--- src/rtl/act_pkg.sv ---
// Shared types for the activation stage: activation modes, frame FSM states, shift width.
package act_pkg;

  typedef enum logic [1:0] {
    BYPASS    = 2'd0,
    RELU      = 2'd1,
    RELU_CLIP = 2'd2,
    LEAKY     = 2'd3
  } act_mode_e;

  localparam int ACT_SHIFT_WIDTH = 3;

  typedef enum logic {
    IDLE  = 1'b0,
    FRAME = 1'b1
  } act_state_e;

endpackage

--- src/rtl/act_lane.sv ---
// Single-lane activation function, purely combinational.
module act_lane
  import act_pkg::*;
#(
    parameter int DATA_WIDTH = 8
) (
    input  logic signed [DATA_WIDTH-1:0]      x,
    input  act_mode_e                         mode,
    input  logic signed [DATA_WIDTH-1:0]      clip,
    input  logic        [ACT_SHIFT_WIDTH-1:0] shift,
    output logic signed [DATA_WIDTH-1:0]      y
);

    logic signed [DATA_WIDTH-1:0] ceiling;

    // NOTE: every output of a combinational block gets a default first, so no path can infer a latch.
    always_comb begin
        ceiling = clip[DATA_WIDTH-1] ? '0 : clip;
        y       = x;
        case (mode)
            BYPASS:    y = x;
            RELU:      y = x[DATA_WIDTH-1] ? '0 : x;
            RELU_CLIP: begin
                if (x[DATA_WIDTH-1])  y = '0;
                else if (x > ceiling) y = ceiling;
                else                  y = x;
            end
            // Arithmetic shift of a negative value rounds toward -inf, so -1 stays -1.
            LEAKY:     y = x[DATA_WIDTH-1] ? (x >>> shift) : x;
            default:   y = x;
        endcase
    end

endmodule

--- src/rtl/activation_unit.sv ---
// Multi-lane activation stage with a 2-entry output skid buffer and per-frame configuration latch.
// Optional macro ACT_ZERO_COUNT_EN adds a per-frame zero-lane counter.
module activation_unit
  import act_pkg::*;
#(
    parameter int DATA_WIDTH    = 8,
    parameter int NUM_LANES     = 4,
`ifdef ACT_ZERO_COUNT_EN
    parameter int ZCNT_WIDTH    = 16,
`endif
    parameter int ADDRESS_WIDTH = 10
) (
    input  logic                              clk,
    input  logic                              rst,
    input  logic [1:0]                        cfg_mode_i,
    input  logic [DATA_WIDTH-1:0]             cfg_clip_i,
    input  logic [ACT_SHIFT_WIDTH-1:0]        cfg_shift_i,
    input  logic                              acc_valid_i,
    output logic                              acc_ready_o,
    input  logic                              acc_last_i,
    input  logic [NUM_LANES*DATA_WIDTH-1:0]   acc_result_i,
    input  logic [ADDRESS_WIDTH-1:0]          acc_result_address_i,
    output logic                              act_valid_o,
    input  logic                              act_ready_i,
    output logic                              act_last_o,
    output logic [NUM_LANES*DATA_WIDTH-1:0]   act_result_o,
    output logic [ADDRESS_WIDTH-1:0]          act_result_address_o,
    output logic                              busy_o
`ifdef ACT_ZERO_COUNT_EN
    ,
    output logic [ZCNT_WIDTH-1:0]             act_zero_cnt_o,
    output logic                              act_zero_cnt_valid_o
`endif
);

    localparam int BEAT_W = NUM_LANES * DATA_WIDTH;

    typedef struct packed {
        logic                     last;
        logic [ADDRESS_WIDTH-1:0] addr;
        logic [BEAT_W-1:0]        data;
    } beat_t;

    act_state_e                 state_q, state_d;
    act_mode_e                  mode_q, mode_eff;
    logic [DATA_WIDTH-1:0]      clip_q, clip_eff;
    logic [ACT_SHIFT_WIDTH-1:0] shift_q, shift_eff;

    beat_t             a_q, b_q, in_beat;
    logic              a_valid_q, b_valid_q, b_valid_d, ready_q;
    logic              in_fire, out_fire;
    logic [BEAT_W-1:0] lane_y;

    assign in_fire  = acc_valid_i && ready_q;
    assign out_fire = a_valid_q && act_ready_i;

    // The first beat of a frame is processed with the live cfg; later beats use the latched copy.
    assign mode_eff  = (state_q == IDLE) ? act_mode_e'(cfg_mode_i) : mode_q;
    assign clip_eff  = (state_q == IDLE) ? cfg_clip_i  : clip_q;
    assign shift_eff = (state_q == IDLE) ? cfg_shift_i : shift_q;

    for (genvar k = 0; k < NUM_LANES; k++) begin : g_lane
        act_lane #(.DATA_WIDTH(DATA_WIDTH)) u_lane (
            .x     (acc_result_i[k*DATA_WIDTH +: DATA_WIDTH]),
            .mode  (mode_eff),
            .clip  (clip_eff),
            .shift (shift_eff),
            .y     (lane_y[k*DATA_WIDTH +: DATA_WIDTH])
        );
    end

    assign in_beat = '{last: acc_last_i, addr: acc_result_address_i, data: lane_y};

    // Frame FSM: state register, next-state logic, outputs.
    // NOTE: sequential state uses non-blocking assignments so every register samples pre-edge values.
    always_ff @(posedge clk or negedge rst) begin
        if (!rst) state_q <= IDLE;
        else      state_q <= state_d;
    end

    always_comb begin
        state_d = state_q;
        case (state_q)
            IDLE:    if (in_fire && !acc_last_i) state_d = FRAME;
            FRAME:   if (in_fire &&  acc_last_i) state_d = IDLE;
            default: state_d = IDLE;
        endcase
    end

    always_comb busy_o = (state_q == FRAME);

    always_ff @(posedge clk or negedge rst) begin
        if (!rst) begin
            mode_q  <= BYPASS;
            clip_q  <= '0;
            shift_q <= '0;
        end else if (in_fire && state_q == IDLE) begin
            mode_q  <= act_mode_e'(cfg_mode_i);
            clip_q  <= cfg_clip_i;
            shift_q <= cfg_shift_i;
        end
    end

    // Skid entry B only fills when A is held by backpressure; ready is simply "B will be empty".
    assign b_valid_d = b_valid_q ? !out_fire : (in_fire && a_valid_q && !out_fire);

    // NOTE: both buffer entries are reset, not just their valid bits, so outputs read 0 out of reset.
    always_ff @(posedge clk or negedge rst) begin
        if (!rst) begin
            a_q       <= '0;
            b_q       <= '0;
            a_valid_q <= 1'b0;
            b_valid_q <= 1'b0;
            ready_q   <= 1'b0;
        end else begin
            ready_q   <= !b_valid_d;
            b_valid_q <= b_valid_d;
            if (b_valid_q) begin
                if (out_fire) a_q <= b_q;
            end else if (in_fire) begin
                if (a_valid_q && !out_fire) begin
                    b_q <= in_beat;
                end else begin
                    a_q       <= in_beat;
                    a_valid_q <= 1'b1;
                end
            end else if (out_fire) begin
                a_valid_q <= 1'b0;
            end
        end
    end

    assign acc_ready_o          = ready_q;
    assign act_valid_o          = a_valid_q;
    assign act_last_o           = a_q.last;
    assign act_result_o         = a_q.data;
    assign act_result_address_o = a_q.addr;

`ifdef ACT_ZERO_COUNT_EN
    localparam int ZEROS_W = $clog2(NUM_LANES + 1);

    logic [ZCNT_WIDTH-1:0] zcnt_q, zcnt_sat;
    logic [ZCNT_WIDTH:0]   zcnt_sum;
    logic [ZEROS_W-1:0]    zeros;

    always_comb begin
        zeros = '0;
        for (int k = 0; k < NUM_LANES; k++) begin
            if (a_q.data[k*DATA_WIDTH +: DATA_WIDTH] == '0) zeros = zeros + ZEROS_W'(1);
        end
        zcnt_sum = {1'b0, zcnt_q} + (ZCNT_WIDTH + 1)'(zeros);
        zcnt_sat = zcnt_sum[ZCNT_WIDTH] ? '1 : zcnt_sum[ZCNT_WIDTH-1:0];
    end

    always_ff @(posedge clk or negedge rst) begin
        if (!rst) begin
            zcnt_q               <= '0;
            act_zero_cnt_o       <= '0;
            act_zero_cnt_valid_o <= 1'b0;
        end else begin
            act_zero_cnt_valid_o <= 1'b0;
            if (out_fire) begin
                if (a_q.last) begin
                    act_zero_cnt_o       <= zcnt_sat;
                    act_zero_cnt_valid_o <= 1'b1;
                    zcnt_q               <= '0;
                end else begin
                    zcnt_q <= zcnt_sat;
                end
            end
        end
    end
`endif

endmodule
--- config.mk ---
export PLATFORM = sky130hd
export DESIGN_NAME = activation_unit
export DESIGN_NICKNAME = d
export VERILOG_FILES = /design/src/rtl/act_pkg.sv /design/src/rtl/act_lane.sv /design/src/rtl/activation_unit.sv
export SDC_FILE = /design/constraint.sdc
export NUM_CORES = 1
export LEC_CHECK = 0
export BUFFER_PORTS_ARGS = -buffer_cell sky130_fd_sc_hd__buf_2
export CORE_ASPECT_RATIO = 0.75
export CORE_MARGIN = 1.5
export CORE_UTILIZATION = 35
export DETAILED_ROUTE_END_ITERATION = 7
export RECOVER_POWER = 100
export SLEW_MARGIN = 20
export SYNTH_ARGS = -nofsm -noshare
export SYNTH_HDL_FRONTEND = slang
export SYNTH_SLANG_ARGS = --single-unit
--- constraint.sdc ---
create_clock -name clk -period 4.9 [get_ports clk]
set_clock_uncertainty 0.2 [all_clocks]
set_input_delay 0.49 -clock clk [delete_from_list [all_inputs] [get_ports clk]]
set_output_delay 0.49 -clock clk [all_outputs]
set_load 0.05 [all_outputs]
## Word-level counts from Yosys, hierarchy flattened

Cells that the tools add are included.

- Equality and inequality tests: 6
- Order comparisons: 4
- Reductions and logical operators: 17
- Bitwise gates (word level): 2
- Mux-type cells: 35
- Shift operators: 4

Operators with widths:

| kind | number |
|---|---|
| $mux W43 | 4 |
| $pmux W8 S4 | 4 |
| $mux W8 | 13 |
| $mux W7 | 5 |
| $gt A8 B8 Y1 | 4 |
| $sshr A8 B3 Y8 | 4 |
| $reduce_and A3 Y1 | 3 |
| $logic_and A1 B1 Y1 | 8 |
| $mux W1 | 6 |
| $eq A2 B2 Y1 const B | 2 |
| $ne A2 B2 Y1 const B | 2 |
| $reduce_bool A2 Y1 | 2 |
| $logic_not A1 Y1 | 3 |
| $mux W3 | 1 |
| $eq A2 B1 Y1 const B | 1 |
| $logic_not A2 Y1 | 1 |
| $mux W2 | 1 |
| $ne A2 B1 Y1 const B | 1 |
| $not A1 Y1 | 2 |
| $pmux W1 S2 | 1 |

- Flip-flop bits (word level): 103
- Output and inout port bits: 46
- Input port bits: 60

## Logic depth before layout (Yosys ltp)

Gate-level depths: netlist of run 1.

- Depth after elaboration: 9
- Mapped depth: 15
- Gate-level depth less buffers: 11

## Hierarchy

A second synthesis of run 1 with hierarchy kept.

- Cells, all modules: 650
- Area total of the unflattened synthesis: 7353.3 µm²

By module, submodules not included:

| module | seq. area each (µm²) | instances | cells an instance | area an instance (µm²) |
|---|---|---|---|---|
| activation_unit | 2577.5 | 1 | 290 | 4549.4 |
| act_lane at g_lane[0].u_lane ... | 0.0 | 3 | 90 | 699.4 |
| act_lane at g_lane[3].u_lane | 0.0 | 1 | 90 | 705.7 |

## Worst setup path before layout of run 1

Ideal clock, no wire load.

- Kind: reg2reg
- Start: register with a tool-made name
- End: register a_q (netlist bit act_result_o[2])
- Path buffers: 3
- Arrival time: 3.269 ns
- Period minus slack after synthesis: 3.603 ns
- Path slack: 1.297 ns
- Required time: 4.566 ns
- Library setup time: 0.134 ns
- Stages on the path, launching flop included: 14
- Cells stage by stage: dfrtp_1 buf_6 buf_12 buf_6 o32ai_1 inv_1 ha_1 nor2b_1 a41oi_1 nor2_1 o21ai_1 mux2_2 a21oi_1 o31ai_2

RTL lines:

| item | RTL line | RTL |
|---|---|---|
| to (signal assigned) | activation_unit.sv:119 | `if (out_fire) a_q <= b_q;` |
| to (signal assigned) | activation_unit.sv:124 | `a_q <= in_beat;` |
| to (decl) | activation_unit.sv:49 | `beat_t a_q, b_q, in_beat;` |

==> impl_metrics.ini, run 1 <==
[run_status]
status = complete, but fails checks
violations = max-capacitance violations, max-slew violations

[setup_path]
path_common_cell = o21ai_0
path_class = reg -> reg
cp_slowest_stage_delay_ps = 830
crit_arrival_ps = 4310
crit_path_cell_trace = clkbuf_1 > or3_1 > and2_0 > o21ai_0 > nand2_1 > o21ai_0 > a311oi_1 > o21ai_0
r2r_slack_ps = 600
start_kind = flop
worstPathMaxFanout = 21
cp.required_ps = 4900
crit_slowest_cell = dfrtp_1
worstRegToRegCells = 8
endpoint_kind = flop
crit_family = compound AO/OA/AOI/OAI gates
reg2reg_to = b_q[26]
critPathBufInv = 1

[grt]
antenna_found_initial = 0
grt_overflow_total = 0
grt_max_degree = 72
grt_use_total_pct = 23.5
grt_pass1_wl_um = 38200
grt_pass1_vias = 6354

[layout]
fin_nets = 1004
antenna_cells = 0
drive_gt1_share_pct = 12.9
post-route-util_pct = 40.8
syn_to_final_growth_pct = 12.5

[power]
p_total_w = 0.00542
ir_drop_mv = 0.197
p_sw_w = 0.00287
p_leak_nw = 3.54
clkPwrFrac_pct = 13.4
switching_share_pct = 52.9
p_int_w = 0.00255
power_density_mw_per_mm2 = 678
p_comb_share_pct = 58.7
seq_power_share_pct = 27.9

[drt]
vias = 6855
drc = 0
drtPass1Iterations = 5
wire_per_inst_um = 21.0
drtAntennaViolNets = 0
drt-vias-per-instance = 5.84
drt_wl_total_um = 24700
drt_iter0_drc = 789

[cts]
clk_pin_slew_worst_paths_ps = 70
ctsHoldBuffers = 0
postCtsSetupRepairBufs = 0
cts_buffer_depth = 2
ctsRootBufferMaster = clkbuf_16
cts_max_level = 3
clk_latency_ps = 370
clock-sinks = 103
cts-resized-gates = 0
cts_made_buffers = 9
cts_tree = built

[timing]
final-hold-violation-count = 0
max_freq_ghz = 0.232
slew_headroom_pct = -49.5
setup_tns_ps = 0
min_period_ps = 4300
worst_pin_slew_ps = 2240
hold_slack_ps = 132
grt_setup_unrepaired = no
post-route-period-util_pct = 87.8
slew_violations = 159
setup_viol = 0
setup_ws_ps = 598

[floorplanning]
ioPinCount = 106
start_util_pct = 36.2
die_area_mm2 = 0.0212
placement_rows = 44
core_mm2 = 0.0196
die_y_um = 126
die_x_um = 168

[placed_design]
place_congestion = 0.944
dpl.hpwl_um = 18000
io_buffers = 105
place_worst_setup_slack_ps = 891

[yosys]
yosys.area.top_type = dfrtp_1
syn_area_mm2 = 0.00710
yosysMostFrequentCell = nand2_1
yosys_most_used_dff = dfrtp_1
syn_area_per_cell_um2 = 8.45
ys_types = 79
ys_top_cells_by_count = 150 x nand2_1, 103 x dfrtp_1, 76 x nor2_1
ys_seq_area_share_pct = 36.3
ys_top_cells_by_area = dfrtp_1 36%, nand2_1 7.9%, ha_1 4.9%
syn-num-nets = 929
synth_edf_count = 0
synth_top_area_share_pct = 36.3
netlist_instances = 841
yosys_warnings = 0
ys_ff_latch = 103
async_reset_ff_share_pct = 100

[run]
cap_violations = 3

[worst_hold_path]
hold_class = in -> reg
worstHoldStart = acc_result_address_i[1]
hold_depth = 3
holdPathEnd = b_q[33]
[registers in the layout (all words and copies together), names as in the netlist, named ones only]
| name | flops |
|---|---|
| b_q | 43 |
| act_result_o | 32 |
| act_result_address_o | 10 |
| clip_q | 8 |
| shift_q | 3 |
| mode_q | 2 |
| acc_ready_o | 1 |
| act_last_o | 1 |
| act_valid_o | 1 |
| b_valid_q | 1 |
[worst reg2reg max path, stage by stage (launching register included)]
cell and delay (ps):
dfrtp_1 830, clkbuf_1 820, or3_1 280, and2_0 650, o21ai_0 370, nand2_1 140
o21ai_0 80, a311oi_1 590, o21ai_0 180
[per-layer routing]
metal / routed length (um) / up-vias / GRT usage [%]
met2: 10100 / 315 / 33.8
li1: - / 3205 / -
met5: 0 / - / 0
met3: 1830 / 30 / 3.81
met1: 12300 / 3305 / 36.1
met4: 380 / 0 / 6.20
[cell families (layout without fill, tap and decap cells)]
family / Yosys count / in the layout / share of synthesized area [%]
and+or+nand+nor: 311 / 311 / 19.8
AOI/OAI and AO/OA: 261 / 261 / 23.7
DFF: 103 / 103 / 36.3
buffers and inverters: 75 / 155 / 4.98
muxes: 61 / 61 / 10.1
adders and majority gates: 28 / 28 / 4.93
xor gates and xnor gates: 2 / 2 / 0.247
[per-stage QoR]
stage,cell area (um2),std cells
6_report,7990,1174
3_5_place_dp,7780,1158
4_1_cts,8070,1174
3_3_place_gp,7780,1158
2_1_floorplan,7100,841
5_1_grt,7990,1174
[how the worst max path moves through the flow]
stage / startpoint / to / depth (start not counted)
finish: flop / b_q[26] / 8
floorplan: flop / act_result_o[2] / 13
global placement: flop / b_q[2] / 10
global route: flop / b_q[26] / 8
CTS: flop / act_result_o[17] / 10
detailed placement: flop / act_result_o[17] / 10
[power by group through the flow]
| stage | Sequential, W | Clock (W) | Combinational (W) |
|---|---|---|---|
| finish | 0.00151 | 0.000727 | 0.00318 |
| global placement | 0.00152 | 0 | 0.00319 |
| floorplan | 0.00201 | 0 | 0.00184 |
| CTS | 0.00151 | 0.000743 | 0.00321 |
| detailed placement | 0.00152 | 0 | 0.00319 |
| global route | 0.00157 | 0.000769 | 0.00345 |
[cell usage in the layout (no fill, tap or decap), drive strengths merged, types with 7 or more instances in the layout]
master and n:
nand2 150, dfrtp 103, nor2 78, o21ai 78, buf 66, a21oi 62, clkbuf 62, mux2i 40
ha 28, inv 23, mux2 19, nand3 17, a31oi 15, o22ai 11, a211oi 9, o31ai 9
o211ai 8, and3 8, nand3b 8, nand2b 7, nor3 7
[cell type report]
type	count	area, um2
tap	253	317
timing repair buffer	118	547
sequential	103	2580
inverter	21	78.8
clock inverter	6	51.3
fill	2042	11600
multi-input combinational	663	4180
clock buffer	10	239
Note: power is estimated with default switching activity, not from simulation.
==> run 2: changes to the inputs <==
Settings changed: CORE_ASPECT_RATIO 0.75 to 0.6, CORE_UTILIZATION 35 to 23, REMOVE_ABC_BUFFERS set to 1.
==> impl_metrics.ini, run 2 (same netlist as run 1, synthesis figures left out) <==
[run_status]
status = complete, but fails checks
violations = max-capacitance violations, max-slew violations

[layout]
post-route-util_pct = 27.2
layout_common_cells = 150 x nand2_1, 103 x dfrtp_1, 75 x nor2_1, 75 x o21ai_0, 62 x a21oi_1
largest_reg_flops = 43
nFillCells = 3268
antenna_cells = 0
fin_nets = 1005
layout_commonest_cell = nand2_1
syn_to_final_growth_pct = 15.3
drive_gt1_share_pct = 12.9
regMostFlops = b_q

[cts]
cts_tree = built
cts-resized-gates = 0
postCtsSetupRepairBufs = 0
clk_pin_slew_worst_paths_ps = 80
clk_latency_ps = 380
cts_made_buffers = 9
clock-sinks = 103
cts_max_level = 3
cts_buffer_depth = 2
ctsHoldBuffers = 0
ctsRootBufferMaster = clkbuf_16

[grt]
grtUsageMet3_pct = 4.89
antenna_found_initial = 1
grt_use_total_pct = 16.7
grt_max_degree = 68
use_met2_pct = 22.0
grt_overflow_total = 0
grt_pass1_vias = 6384
grt_pass1_wl_um = 40300
grt-busiest-layer = met1
use_met1_pct = 25.9

[power]
p_leak_nw = 3.54
ir_drop_mv = 0.464
power_density_mw_per_mm2 = 672

[setup_path]
endpoint_kind = flop
worstPathMaxFanout = 10
cp.required_ps = 4960
crit_arrival_ps = 4290
start_kind = flop
path_class = reg -> reg

[drt]
drt-vias-per-instance = 5.16
drtAntennaViolNets = 0
drtPass1Iterations = 5
vias = 6867
wire_per_inst_um = 19.8
drt_wl_total_um = 26400
drc = 0
drt_iter0_drc = 772

[floorplanning]
die_x_um = 230
die_y_um = 139
core_mm2 = 0.0302
start_util_pct = 23.6
ioPinCount = 106
placement_rows = 49
die_area_mm2 = 0.0320

[timing]
worst_pin_slew_ps = 2470
post-route-period-util_pct = 86.4
slew_violations = 91
setup_ws_ps = 665
setup_tns_ps = 0
min_period_ps = 4230
grt_setup_unrepaired = no
setup_viol = 0
max_freq_ghz = 0.236
slew_headroom_pct = -64.7
final-hold-violation-count = 0

[placed_design]
place_congestion = 0.970
io_buffers = 105
place_worst_setup_slack_ps = 1170
dpl.hpwl_um = 19400

[run]
cap_violations = 2

[worst_hold_path]
hold_class = in -> async
[run 2: changes by cell type in the layout (fill, tap and decap cells not counted), sizes merged]
cell,previous run,this run
clkinvlp,0,1
buf,66,69
clkinv,4,3
bufinv,0,1
clkbuf,62,59
[run 2: cell type report]
type	instances	area, um2	area share, %
well taps	408	510	6.23
repair buffers	119	561	6.84
multi-input cells	663	4170	50.9
clock inverters	7	70.1	0.855
flip-flops and latches	103	2580	31.5
inverters	21	78.8	0.962
clock buffers	9	225	2.75
[run 2: layer usage]
metal	vias to the layer above	share of wire [%]
met3	26	10
met5	-	0.046
met4	2	0.94
li1	3220	-
met2	354	39
met1	3265	50
[run 2: worst paths after layout]
check,from,to,slack [ps],cells past startpoint
worst min-delay path,rst,act_result_address_o[1],30,1
worst min register to register,b_q[29],b_q[29],260,2
worst max register to register,flop,b_q[0],670,9
worst max-delay path,flop,b_q[0],670,9
min in group clk,acc_result_address_i[8],b_q[40],110,3
max in group asynchronous,rst,act_result_o[23],2050,2
[run 2: through the flow]
step / cells / power [W] / area, um2 / hold slack (ps)
2_1_floorplan: 787 / 0.00372 / 6830 / -5.59
3_3_place_gp: 1314 / 0.00474 / 7980 / 241
3_5_place_dp: 1314 / 0.00478 / 7980 / 248
4_1_cts: 1330 / 0.00557 / 8270 / 74.6
5_1_grt: 1330 / 0.00590 / 8190 / 116
6_report: 1330 / 0.00550 / 8190 / 27.3
[run 2: worst max-delay path: stages, from the launching register on]
cell and delay (ps):
dfrtp_1 480, and2b_1 280, a22oi_1 680, ha_1 390, a21o_1 170, a41oi_1 230, nor2_1 80, o21ai_0 770
o311ai_0 450, o31a_1 390
[run 2: power by group]
part           switching (W)  internal, W
Clock               0.000367     0.000397
Sequential          0.000260      0.00124
Combinational        0.00229     0.000951
Total                0.00291      0.00259
==> run 3: changes to the inputs <==
Settings changed: BUFFER_PORTS_ARGS -buffer_cell sky130_fd_sc_hd__buf_2 to -buffer_cell sky130_fd_sc_hd__clkbuf_2.
==> impl_metrics.ini, run 3 (same netlist as run 1, synthesis figures left out) <==
[drt]
drt_iter0_drc = 679
drtPass1Iterations = 5
drt-vias-per-instance = 5.20
drc = 0
drtAntennaViolNets = 0
vias = 6932
wire_per_inst_um = 19.8
drt_wl_total_um = 26300

[floorplanning]
die_y_um = 139
ioPinCount = 106
placement_rows = 49
die_area_mm2 = 0.0320
start_util_pct = 23.6
core_mm2 = 0.0302
die_x_um = 230

[timing]
final-hold-violation-count = 0
setup_tns_ps = 0
post-route-period-util_pct = 87.7
worst_pin_slew_ps = 2880
min_period_ps = 4300
max_freq_ghz = 0.233
setup_viol = 0
slew_violations = 81
grt_setup_unrepaired = no
slew_headroom_pct = -92.1

[run]
cap_violations = 2

[grt]
grt_max_degree = 53
grt_use_total_pct = 16.6
grt_pass1_vias = 6467
antenna_found_initial = 2
grt_overflow_total = 0
grt_pass1_wl_um = 40000

[cts]
clock-sinks = 103
ctsRootBufferMaster = clkbuf_16
cts_max_level = 3
cts-resized-gates = 0
cts_tree = built
ctsHoldBuffers = 1
cts_buffer_depth = 2
cts_made_buffers = 9
postCtsSetupRepairBufs = 0
clk_pin_slew_worst_paths_ps = 80
clk_latency_ps = 380

[run_status]
violations = max-capacitance violations, max-slew violations
status = complete, but fails checks

[placed_design]
dp.cells = 1315
io_buffers = 105
placed_cell_area_mm2 = 0.00799
dpl.hpwl_um = 19400
place_congestion = 0.945

[setup_path]
endpoint_kind = flop
path_common_cell = o21ai_0
crit_slowest_cell = o21ai_0
r2r_slack_ps = 600
cp_slowest_stage_delay_ps = 760
worstRegToRegCells = 10
reg2reg_to = b_q[0]
crit_arrival_ps = 4360
cp.required_ps = 4970
worstPathMaxFanout = 28
path_class = reg -> reg
start_kind = flop
crit_path_cell_trace = buf_4 > nor3b_1 > nor2_1 > ha_1 > and4_1 > o21ai_0 > a21boi_0 > o21ai_0 > o311ai_0 > o31a_1

[layout]
regMostFlops = b_q
drive_gt1_share_pct = 13.1
layout_common_cells = 150 x nand2_1, 103 x dfrtp_1, 75 x nor2_1, 73 x o21ai_0, 62 x a21oi_1
syn_to_final_growth_pct = 15.7
antenna_cells = 0
post-route-util_pct = 27.3
finalNonFillerCells = 1332
layout_commonest_cell = nand2_1
fin_nets = 1007
fin_area_mm2 = 0.00822
largest_reg_flops = 43

[worst_hold_path]
holdPathEnd = b_q[40]
hold_depth = 3
worstHoldStart = acc_result_address_i[8]
hold_class = in -> reg

[power]
p_total_w = 0.00551
p_leak_nw = 3.57
power_density_mw_per_mm2 = 670
ir_drop_mv = 0.389
-- run 3: final cells by class --
type | instances | area [um2]
Clock inverter | 5 | 46.3
Timing Repair Buffer | 121 | 576
Sequential cell | 103 | 2580
Clock buffer | 11 | 253
Inverter | 21 | 78.8
Fill cell | 3323 | 21900
Tap cell | 408 | 510
Multi-Input combinational cell | 663 | 4180
-- run 3: how the worst max path moves through the flow --
stage / from / to / slack [ps] / cells after the start
final: flop / b_q[0] / 600 / 10
after global routing: b_valid_q / act_result_o[29] / 440 / 3
after CTS: flop / act_result_o[11] / 990 / 11
after detailed placement: flop / act_result_o[11] / 1000 / 11
after global placement: cfg_clip_i[7] / act_result_o[13] / 1160 / 12
after floorplan: flop / b_q[2] / 940 / 10
-- run 3: metrics by stage --
step	hold slack, ps	setup slack (ps)
floorplan	-5.59	938
global placement	214	1160
detailed placement	214	1000
CTS	79.2	994
global route	107	443
finish	111	603
-- run 3: report_power, final --
| part | internal (W) | switching [W] | leakage, nW |
|---|---|---|---|
| registers | 0.00124 | 0.000260 | 1.27 |
| clock network | 0.000382 | 0.000374 | 0.149 |
| logic | 0.000968 | 0.00228 | 2.15 |
-- run 3: layer usage --
metal	wire length, um	vias to the layer above	share of wire, %	track usage [%]
met1	12800	3363	49	25.2
li1	-	3227	-	-
met4	240	4	0.91	3.23
met3	2780	24	11	5.28
met5	21	-	0.080	0
met2	10500	314	40	22.5
-- run 3: worst max-delay path, delay by kind of cell, from the launching register on --
kind | cells | cell delay (ps)
simple gates | 3 | 860
flops | 1 | 500
compound gates | 5 | 1870
buf+inv | 1 | 400
fa+ha+maj | 1 | 360
